[config.mk]
export PLATFORM = sky130hd
export DESIGN_NAME = regfile_slc
export DESIGN_NICKNAME = d
export VERILOG_FILES = /design/src/rtl/regfile_slc_pkg.sv /design/src/rtl/regfile_wseq.sv /design/src/rtl/regfile_slc.sv
export SDC_FILE = /design/constraint.sdc
export NUM_CORES = 2
export LEC_CHECK = 0
export ABC_AREA = 1
export ABC_CLOCK_PERIOD_IN_PS = 34900
export CORE_MARGIN = 2
export CORE_UTILIZATION = 40
export DETAILED_ROUTE_END_ITERATION = 7
export HOLD_SLACK_MARGIN = 0.15
export SLEW_MARGIN = 20
export SYNTH_ARGS = -nofsm -noshare
export SYNTH_HDL_FRONTEND = slang
export SYNTH_SLANG_ARGS = --single-unit
export TNS_END_PERCENT = 20
[constraint.sdc]
create_clock -name clk -period 34.9 [get_ports clk]
set_clock_uncertainty 0.1 [all_clocks]
set_input_delay 6.98 -clock clk [delete_from_list [all_inputs] [get_ports clk]]
set_output_delay 6.98 -clock clk [all_outputs]
set_load 0.05 [all_outputs]
[src/rtl/regfile_slc_pkg.sv]
`default_nettype none
// ============================================================================
// Module      : regfile_slc_pkg
// Description : Shared typedefs and helpers for the slice-serial register
//               file: access size, extension mode, write-sequencer states.
// Revision    : 1.0 - initial release
// ============================================================================
package regfile_slc_pkg;

  typedef enum logic [1:0] {
    SIZE_B = 2'd0,
    SIZE_H = 2'd1,
    SIZE_W = 2'd2
  } cs_size;

  typedef enum logic {
    EXT_Z = 1'b0,
    EXT_S = 1'b1
  } cs_ext;

  typedef enum logic [1:0] {
    IDLE = 2'd0,
    DATA = 2'd1,
    EXT  = 2'd2
  } wseq_state_e;

  // Number of meaningful bits carried by an access of the given size.
  function automatic int size_bits(input cs_size size, input int xlen);
    case (size)
      SIZE_B:  size_bits = 8;
      SIZE_H:  size_bits = 16;
      default: size_bits = xlen;
    endcase
  endfunction

  // Number of slices that must come from the data input for a given size.
  function automatic int data_slices(input cs_size size, input int slice_w,
                                     input int nslice);
    case (size)
      SIZE_B:  data_slices = 1;
      SIZE_H:  data_slices = (16 + slice_w - 1) / slice_w;
      default: data_slices = nslice;
    endcase
  endfunction

endpackage
`default_nettype wire

[src/rtl/regfile_wseq.sv]
`default_nettype none
// ============================================================================
// Module      : regfile_wseq
// Description : Write sequencer for the slice-serial register file. Accepts a
//               write request, steps through the data slices (stalling while
//               no slice is offered), then fills the remaining upper slices
//               with the extension value.
// Revision    : 1.0 - initial release
// Ports       : clk, rst (async, active-high)
//               wr_valid_i/wr_rd_i/wr_size_i/wr_ext_i : request
//               sdata_valid_i/sdata_i                  : slice data, LSB first
//               wr_ready_o/wr_busy_o/wr_done_o         : status
//               we_o/we_rd_o/we_slice_o/we_data_o      : slice write to storage
// ============================================================================
module regfile_wseq
  import regfile_slc_pkg::*;
#(
  parameter int XLEN    = 32,
  parameter int SLICE_W = 16
) (
  input  logic                 clk,
  input  logic                 rst,
  input  logic                 wr_valid_i,
  input  logic [4:0]           wr_rd_i,
  input  cs_size               wr_size_i,
  input  cs_ext                wr_ext_i,
  input  logic                 sdata_valid_i,
  input  logic [SLICE_W-1:0]   sdata_i,
  output logic                 wr_ready_o,
  output logic                 wr_busy_o,
  output logic                 wr_done_o,
  output logic                 we_o,
  output logic [4:0]           we_rd_o,
  output logic [((XLEN/SLICE_W) > 1 ? $clog2(XLEN/SLICE_W) : 1)-1:0] we_slice_o,
  output logic [SLICE_W-1:0]   we_data_o
);

  localparam int c_nslice = XLEN / SLICE_W;
  localparam int c_cnt_w  = (c_nslice > 1) ? $clog2(c_nslice) : 1;
  // Bit 15 of the register lands at this position of the last halfword slice.
  localparam int c_h_msb  = 15 % SLICE_W;

  wseq_state_e          r_state;
  wseq_state_e          w_state_nxt;
  logic [c_cnt_w-1:0]   r_cnt;
  logic [4:0]           r_rd;
  cs_size               r_size;
  cs_ext                r_ext;
  logic                 r_ext_bit;

  int                   w_nd;
  logic                 w_last_data;
  logic                 w_last_ext;
  logic                 w_sign;
  logic                 w_ext_bit;
  logic                 w_we;
  logic                 w_done;
  logic [SLICE_W-1:0]   w_data;

  always_comb begin
    w_state_nxt = r_state;
    w_we        = 1'b0;
    w_done      = 1'b0;
    w_nd        = data_slices(r_size, SLICE_W, c_nslice);
    w_last_data = (int'(r_cnt) == w_nd - 1);
    w_last_ext  = (int'(r_cnt) == c_nslice - 1);
    w_sign      = (r_size == SIZE_B) ? sdata_i[7] : sdata_i[c_h_msb];
    w_ext_bit   = (r_ext == EXT_S) && w_sign;
    w_data      = sdata_i;
    // Bits of this slice that lie above the access width take the extension.
    for (int j = 0; j < SLICE_W; j++) begin
      if (int'(r_cnt) * SLICE_W + j >= size_bits(r_size, XLEN)) begin
        w_data[j] = w_ext_bit;
      end
    end

    case (r_state)
      IDLE: begin
        if (wr_valid_i) begin
          w_state_nxt = DATA;
        end
      end
      DATA: begin
        if (sdata_valid_i) begin
          w_we = 1'b1;
          if (w_last_data) begin
            if (w_nd < c_nslice) begin
              w_state_nxt = EXT;
            end else begin
              w_state_nxt = IDLE;
              w_done      = 1'b1;
            end
          end
        end
      end
      EXT: begin
        w_we   = 1'b1;
        w_data = {SLICE_W{r_ext_bit}};
        if (w_last_ext) begin
          w_state_nxt = IDLE;
          w_done      = 1'b1;
        end
      end
      default: begin
        w_state_nxt = IDLE;
      end
    endcase
  end

  always_ff @(posedge clk or posedge rst) begin
    if (rst) begin
      r_state   <= IDLE;
      r_cnt     <= '0;
      r_rd      <= '0;
      r_size    <= SIZE_B;
      r_ext     <= EXT_Z;
      r_ext_bit <= 1'b0;
    end else begin
      r_state <= w_state_nxt;
      case (r_state)
        IDLE: begin
          if (wr_valid_i) begin
            r_rd   <= wr_rd_i;
            r_size <= wr_size_i;
            r_ext  <= wr_ext_i;
            r_cnt  <= '0;
          end
        end
        DATA: begin
          if (sdata_valid_i) begin
            r_cnt <= r_cnt + c_cnt_w'(1);
            if (w_last_data) begin
              r_ext_bit <= w_ext_bit;
            end
          end
        end
        EXT: begin
          r_cnt <= r_cnt + c_cnt_w'(1);
        end
        default: begin
        end
      endcase
    end
  end

  assign wr_ready_o = (r_state == IDLE);
  assign wr_busy_o  = !wr_ready_o;
  assign wr_done_o  = w_done;
  assign we_o       = w_we;
  assign we_rd_o    = r_rd;
  assign we_slice_o = r_cnt;
  assign we_data_o  = w_data;

endmodule
`default_nettype wire

[src/rtl/regfile_slc.sv]
`default_nettype none
// ============================================================================
// Module      : regfile_slc
// Description : Register file written one SLICE_W-bit slice per cycle with
//               byte/halfword/word sizes and zero/sign extension; two
//               combinational read ports (full word and selected slice).
//               Optional macro REGFILE_BYPASS_EN forwards the slice being
//               written this cycle to the read ports.
// Revision    : 1.0 - initial release
// Ports       : clk, rst (async, active-high)
//               wr_valid_i, wr_ready_o, wr_rd_i, wr_size_i, wr_ext_i
//               sdata_valid_i, sdata_i, wr_busy_o, wr_done_o
//               rs1_i -> rs1_do (XLEN), rs2_i/rs2_slice_i -> rs2_do (SLICE_W)
// ============================================================================
module regfile_slc
  import regfile_slc_pkg::*;
#(
  parameter int XLEN    = 32,
  parameter int SLICE_W = 16,
  parameter int NREG    = 32
) (
  input  logic                 clk,
  input  logic                 rst,
  input  logic                 wr_valid_i,
  output logic                 wr_ready_o,
  input  logic [4:0]           wr_rd_i,
  input  cs_size               wr_size_i,
  input  cs_ext                wr_ext_i,
  input  logic                 sdata_valid_i,
  input  logic [SLICE_W-1:0]   sdata_i,
  output logic                 wr_busy_o,
  output logic                 wr_done_o,
  input  logic [4:0]           rs1_i,
  input  logic [4:0]           rs2_i,
  input  logic [((XLEN/SLICE_W) > 1 ? $clog2(XLEN/SLICE_W) : 1)-1:0] rs2_slice_i,
  output logic [XLEN-1:0]      rs1_do,
  output logic [SLICE_W-1:0]   rs2_do
);

  localparam int c_nslice = XLEN / SLICE_W;
  localparam int c_cnt_w  = (c_nslice > 1) ? $clog2(c_nslice) : 1;

  logic [XLEN-1:0]    r_regs [NREG];

  logic               w_we;
  logic [4:0]         w_we_rd;
  logic [c_cnt_w-1:0] w_we_slice;
  logic [SLICE_W-1:0] w_we_data;
  logic               w_store;
  logic [XLEN-1:0]    w_rs1_word;
  logic [XLEN-1:0]    w_rs2_word;

  regfile_wseq #(
    .XLEN    (XLEN),
    .SLICE_W (SLICE_W)
  ) u_wseq (
    .clk           (clk),
    .rst           (rst),
    .wr_valid_i    (wr_valid_i),
    .wr_rd_i       (wr_rd_i),
    .wr_size_i     (wr_size_i),
    .wr_ext_i      (wr_ext_i),
    .sdata_valid_i (sdata_valid_i),
    .sdata_i       (sdata_i),
    .wr_ready_o    (wr_ready_o),
    .wr_busy_o     (wr_busy_o),
    .wr_done_o     (wr_done_o),
    .we_o          (w_we),
    .we_rd_o       (w_we_rd),
    .we_slice_o    (w_we_slice),
    .we_data_o     (w_we_data)
  );

  // x0 transactions run the full sequence but never touch storage.
  assign w_store = w_we && (w_we_rd != 5'd0) && (int'(w_we_rd) < NREG);

  always_ff @(posedge clk or posedge rst) begin
    if (rst) begin
      for (int i = 0; i < NREG; i++) begin
        r_regs[i] <= '0;
      end
    end else if (w_store) begin
      for (int s = 0; s < c_nslice; s++) begin
        if (w_we_slice == c_cnt_w'(s)) begin
          r_regs[w_we_rd][s*SLICE_W +: SLICE_W] <= w_we_data;
        end
      end
    end
  end

  always_comb begin
    w_rs1_word = '0;
    w_rs2_word = '0;
    if ((rs1_i != 5'd0) && (int'(rs1_i) < NREG)) begin
      w_rs1_word = r_regs[rs1_i];
    end
    if ((rs2_i != 5'd0) && (int'(rs2_i) < NREG)) begin
      w_rs2_word = r_regs[rs2_i];
    end
`ifdef REGFILE_BYPASS_EN
    for (int s = 0; s < c_nslice; s++) begin
      if (w_store && (w_we_slice == c_cnt_w'(s))) begin
        if (rs1_i == w_we_rd) begin
          w_rs1_word[s*SLICE_W +: SLICE_W] = w_we_data;
        end
        if (rs2_i == w_we_rd) begin
          w_rs2_word[s*SLICE_W +: SLICE_W] = w_we_data;
        end
      end
    end
`endif
    rs1_do = w_rs1_word;
    rs2_do = '0;
    for (int s = 0; s < c_nslice; s++) begin
      if (rs2_slice_i == c_cnt_w'(s)) begin
        rs2_do = w_rs2_word[s*SLICE_W +: SLICE_W];
      end
    end
  end

endmodule
`default_nettype wire

==> summary by stage <==
Outcome
The run finished with clean final reports.

Timing
The part of the cycle the worst path needs is 0.5492. Measured against its own limit, the worst slew margin works out to 0.2733. Summed over all failing endpoints, the final setup total negative slack is 0 ns. The final hold slack is 0.3008 ns.

The final critical-path setup slack is 15.73 ns. The final number of max-transition violations is 0. The number of hold violations in the final report is 0.

Setup repair after global routing left no endpoint under its margin. The time the final worst path needs with I/O delays and setup is 19.17 ns. Setup violations remaining at the end of the flow were counted as 0.

The achievable clock frequency is 52.17 MHz. At the pin with the least slew margin, the transition time is 1.090 ns.

Logic synthesis
The mux contribution to synthesized area is 0.0003898. Of the total synthesized cell area, the portion taken by XOR and XNOR cells is 0.0001516. The instance count of the mapped netlist is 8330.

For this run, the register share of the synthesized area comes to 0.4487. The main combinational cell family by area after synthesis is simple AND/OR/NAND/NOR gates. The fraction of the mapped netlist area in compound gates came to 0.1368.

A synthesized cell averages 6.936 µm². The number of synthesized register bits is 1036. The fraction of the mapped netlist area in adder cells is 0.001083.

The total standard cell area after synthesis is 0.05778 mm². When the netlist entered floorplanning its net count stood at 8374. Of the total synthesized cell area, the portion taken by AND, OR, NAND and NOR gates is 0.3507. The Yosys warning count is 0.

The number of different library cells used by synthesis comes to 34.

Layout
The net count reported at finish is 7919. The cell area after layout is 0.06254 mm². The area growth from synthesis to layout is 8.233%. The layout has 14800 filler cells.

Registers take 0.02592 mm². Leaving out fill and tap cells, the most frequent cell in the layout is sky130_fd_sc_hd__nand2_1. The total area of multi-input combinational cells is 0.02836 mm².

In the layout the commonest cells are sky130_fd_sc_hd__nand2_1 (3307), sky130_fd_sc_hd__nand3_1 (1175), sky130_fd_sc_hd__o21ai_0 (1056), sky130_fd_sc_hd__dfrtp_1 (1036), sky130_fd_sc_hd__nor2_1 (418). For this run, the share of the core covered by cells in the final layout is 0.4358. In the final layout, the share of cells above drive strength 1 is 0.04745.

Worst setup path
In this run the worst path has a maximum fanout of 80. The arrival time at the worst endpoint is 12.09 ns. At the worst endpoint, the required time is 27.82 ns.

The worst setup path is captured at an output port. The critical path class is input pin to output port. The worst setup path is launched from an input pin.

CTS
The clock transition at the registers of the reported paths is 0.06 ns. Clock tree synthesis inserted a total of 116 buffers. The number of buffers inserted for hold repair after clock tree synthesis is 0. The maximum number of buffers from clock root to sink is 3. The clock net in this run drives a total of 1036 sinks. The clock reaches the later pin of the worst-skew pair after 0.77 ns. Clock tree synthesis selected as its root buffer the cell sky130_fd_sc_hd__clkbuf_16. TritonCTS built the clock tree. The deepest level of the CTS H-tree is 3.

In this run the post-CTS setup repair buffer count came out at 0. The number of gates given a new drive strength after cts is 0.

Power
The combinational share of power is 0.303. The analysis attributes to cell leakage a power of 27.67 nW. The internal power of the cells totals 2.642 mW. In this run the power spent charging and discharging nets is 1.770 mW. The register share of total power is 0.409.

For this design the ratio of total power to cell area is 70.55 mW/mm². Across the VDD grid, the largest voltage drop is 109.5 µV. The proportion of total power due to net switching is 0.4012.

The share of total power in the clock network is 0.288.

Floorplan
The chip width is 384.1 µm. The initial core utilization is 0.4027. The die is 384.1 µm tall. Row generation in the floorplan step produced 139 rows.

In this run the count of I/O pins placed on the die edge is 90. The full die area is 0.1475 mm². After floorplanning, the core was sized to cover 0.1435 mm².

Placed design
In this run the tool buffered the top-level ports with 89 buffer cells. In this run the cell area measured after placement is 0.05863 mm². Detailed placement finished with a half-perimeter wire length of 121.0 mm. At the end of routability-driven placement, the weighted congestion stood at 0.9030. Timing analysis after detailed placement gives a worst setup slack of 15.98 ns.

Routing
The routed design has 224.1 mm of wire. Before antenna repair, the detailed router went through 8 iterations. The routed length per placed instance is 22.70 µm. The first routing iteration left 7160 violations. For this run, design rule violations remaining after detail routing come to 0. Using the TritonRoute via totals, the vias-per-cell ratio works out to 5.839. Across all layers, the routed design uses 57630 vias.

The remaining antenna violation count after routing is 0.

Hold path
The classification of the worst-slack hold path is flop to flop.

GRT
The remaining global-route overflow is 0. The first-pass GRT wire length is 340.5 mm. The pin count of the biggest net entering global routing is 176.

For this run, the total global-route usage over all layers was measured as 0.2993. The initial antenna violation count came to 4. The number of global-route vias before repair came to 54630.

Run
Across the run, the number of max-cap violations was 0.
layout make-up:
type,instances,share of cell area
clock buffers,169,0.05444
flip-flops and latches,1036,0.4146
repair buffers,201,0.02911
clock inverters,40,0.007843
multi-input cells,6492,0.4535
diodes,1,0.00004002
well taps,1903,0.03808
inverters,28,0.002421
metrics by stage:
stage / instances / total power [mW]
after floorplan: 8330 / 2.681
after global placement: 9660 / 3.097
after detailed placement: 9660 / 3.127
after CTS: 9869 / 4.399
after global routing: 9869 / 4.661
final: 9870 / 4.412
sequential cells by signal, summed over array words and instances (netlist names):
name,cells
u_wseq.we_slice_o,1
u_wseq.r_size,2
u_wseq.r_state,2
u_wseq.r_ext_bit,1
u_wseq.we_rd_o,5
u_wseq.r_ext,1
r_regs,1024
cell usage after synthesis (all sizes together):
master     n  share of area
or2        1        0.00011
o22ai     65         0.0070
nor2     418          0.027
nand4      1        0.00011
nand3   1209           0.11
clkbuf   355          0.024
o31ai     61         0.0079
a21oi    160          0.014
clkinv     2        0.00013
buf      419          0.036
mux2       2        0.00039
inv       26         0.0017
o21ai   1237           0.11
xnor2      1        0.00015
a21boi     1        0.00019
dfrtp   1036           0.45
o211a      1        0.00017
nand2   3325           0.22
o211ai     1        0.00022
nand3b     1        0.00013
nor3       3        0.00035
ha         5         0.0011
final timing paths:
check,from,endpoint,slack (ns),cells after the start
setup reg to reg,u_wseq.r_state[0]$_DFFE_PP0P_,r_regs[882]$_DFFE_PP0P_,31.14,8
max in group asynchronous,rst,r_regs[655]$_DFFE_PP0P_,24.29,6
setup / recovery,rs1_i[0],rs1_do[31],15.73,11
hold / removal,r_regs[1018]$_DFFE_PP0P_,r_regs[1018]$_DFFE_PP0P_,0.30,0
min in group asynchronous,rst,r_regs[60]$_DFFE_PP0P_,6.60,2
hold reg to reg,r_regs[1018]$_DFFE_PP0P_,r_regs[1018]$_DFFE_PP0P_,0.30,0
per-layer routing:
metal	GRT usage	routed length, µm	vias to the layer above	share of wire
li1	-	-	26370	-
met1	0.3958	90810	27530	0.41
met2	0.4611	98530	3122	0.44
met3	0.06155	22560	600	0.10
met4	0.1566	11980	2	0.053
met5	0.008772	181	-	0.00081
cells by family after synthesis:
family	count (synthesis)
simple gates	4958
compound gates	1526
flops	1036
buf+inv	802
fa+ha+maj	5
mux	2
xor+xnor	1
worst max-delay path, stage by stage:
cell and delay (ns):
sky130_fd_sc_hd__buf_8 0.41, sky130_fd_sc_hd__buf_4 0.70, sky130_fd_sc_hd__buf_4 0.67, sky130_fd_sc_hd__buf_4 0.74
sky130_fd_sc_hd__o21ai_0 0.20, sky130_fd_sc_hd__o22ai_1 0.18, sky130_fd_sc_hd__o21ai_0 0.09, sky130_fd_sc_hd__nor2_1 0.24
sky130_fd_sc_hd__nor2_1 0.10, sky130_fd_sc_hd__nor2_1 0.60, sky130_fd_sc_hd__clkdlybuf4s50_1 0.95
power by group through the flow:
| stage | registers (mW) | logic, mW | clock network (mW) |
|---|---|---|---|
| 2_1_floorplan | 1.75 | 0.931 | 0 |
| 3_3_place_gp | 1.80 | 1.30 | 0 |
| 3_5_place_dp | 1.81 | 1.32 | 0 |
| 4_1_cts | 1.79 | 1.32 | 1.29 |
| 5_1_grt | 1.85 | 1.48 | 1.33 |
| 6_report | 1.80 | 1.34 | 1.27 |
No activity file was read; power rests on OpenSTA's default activity.
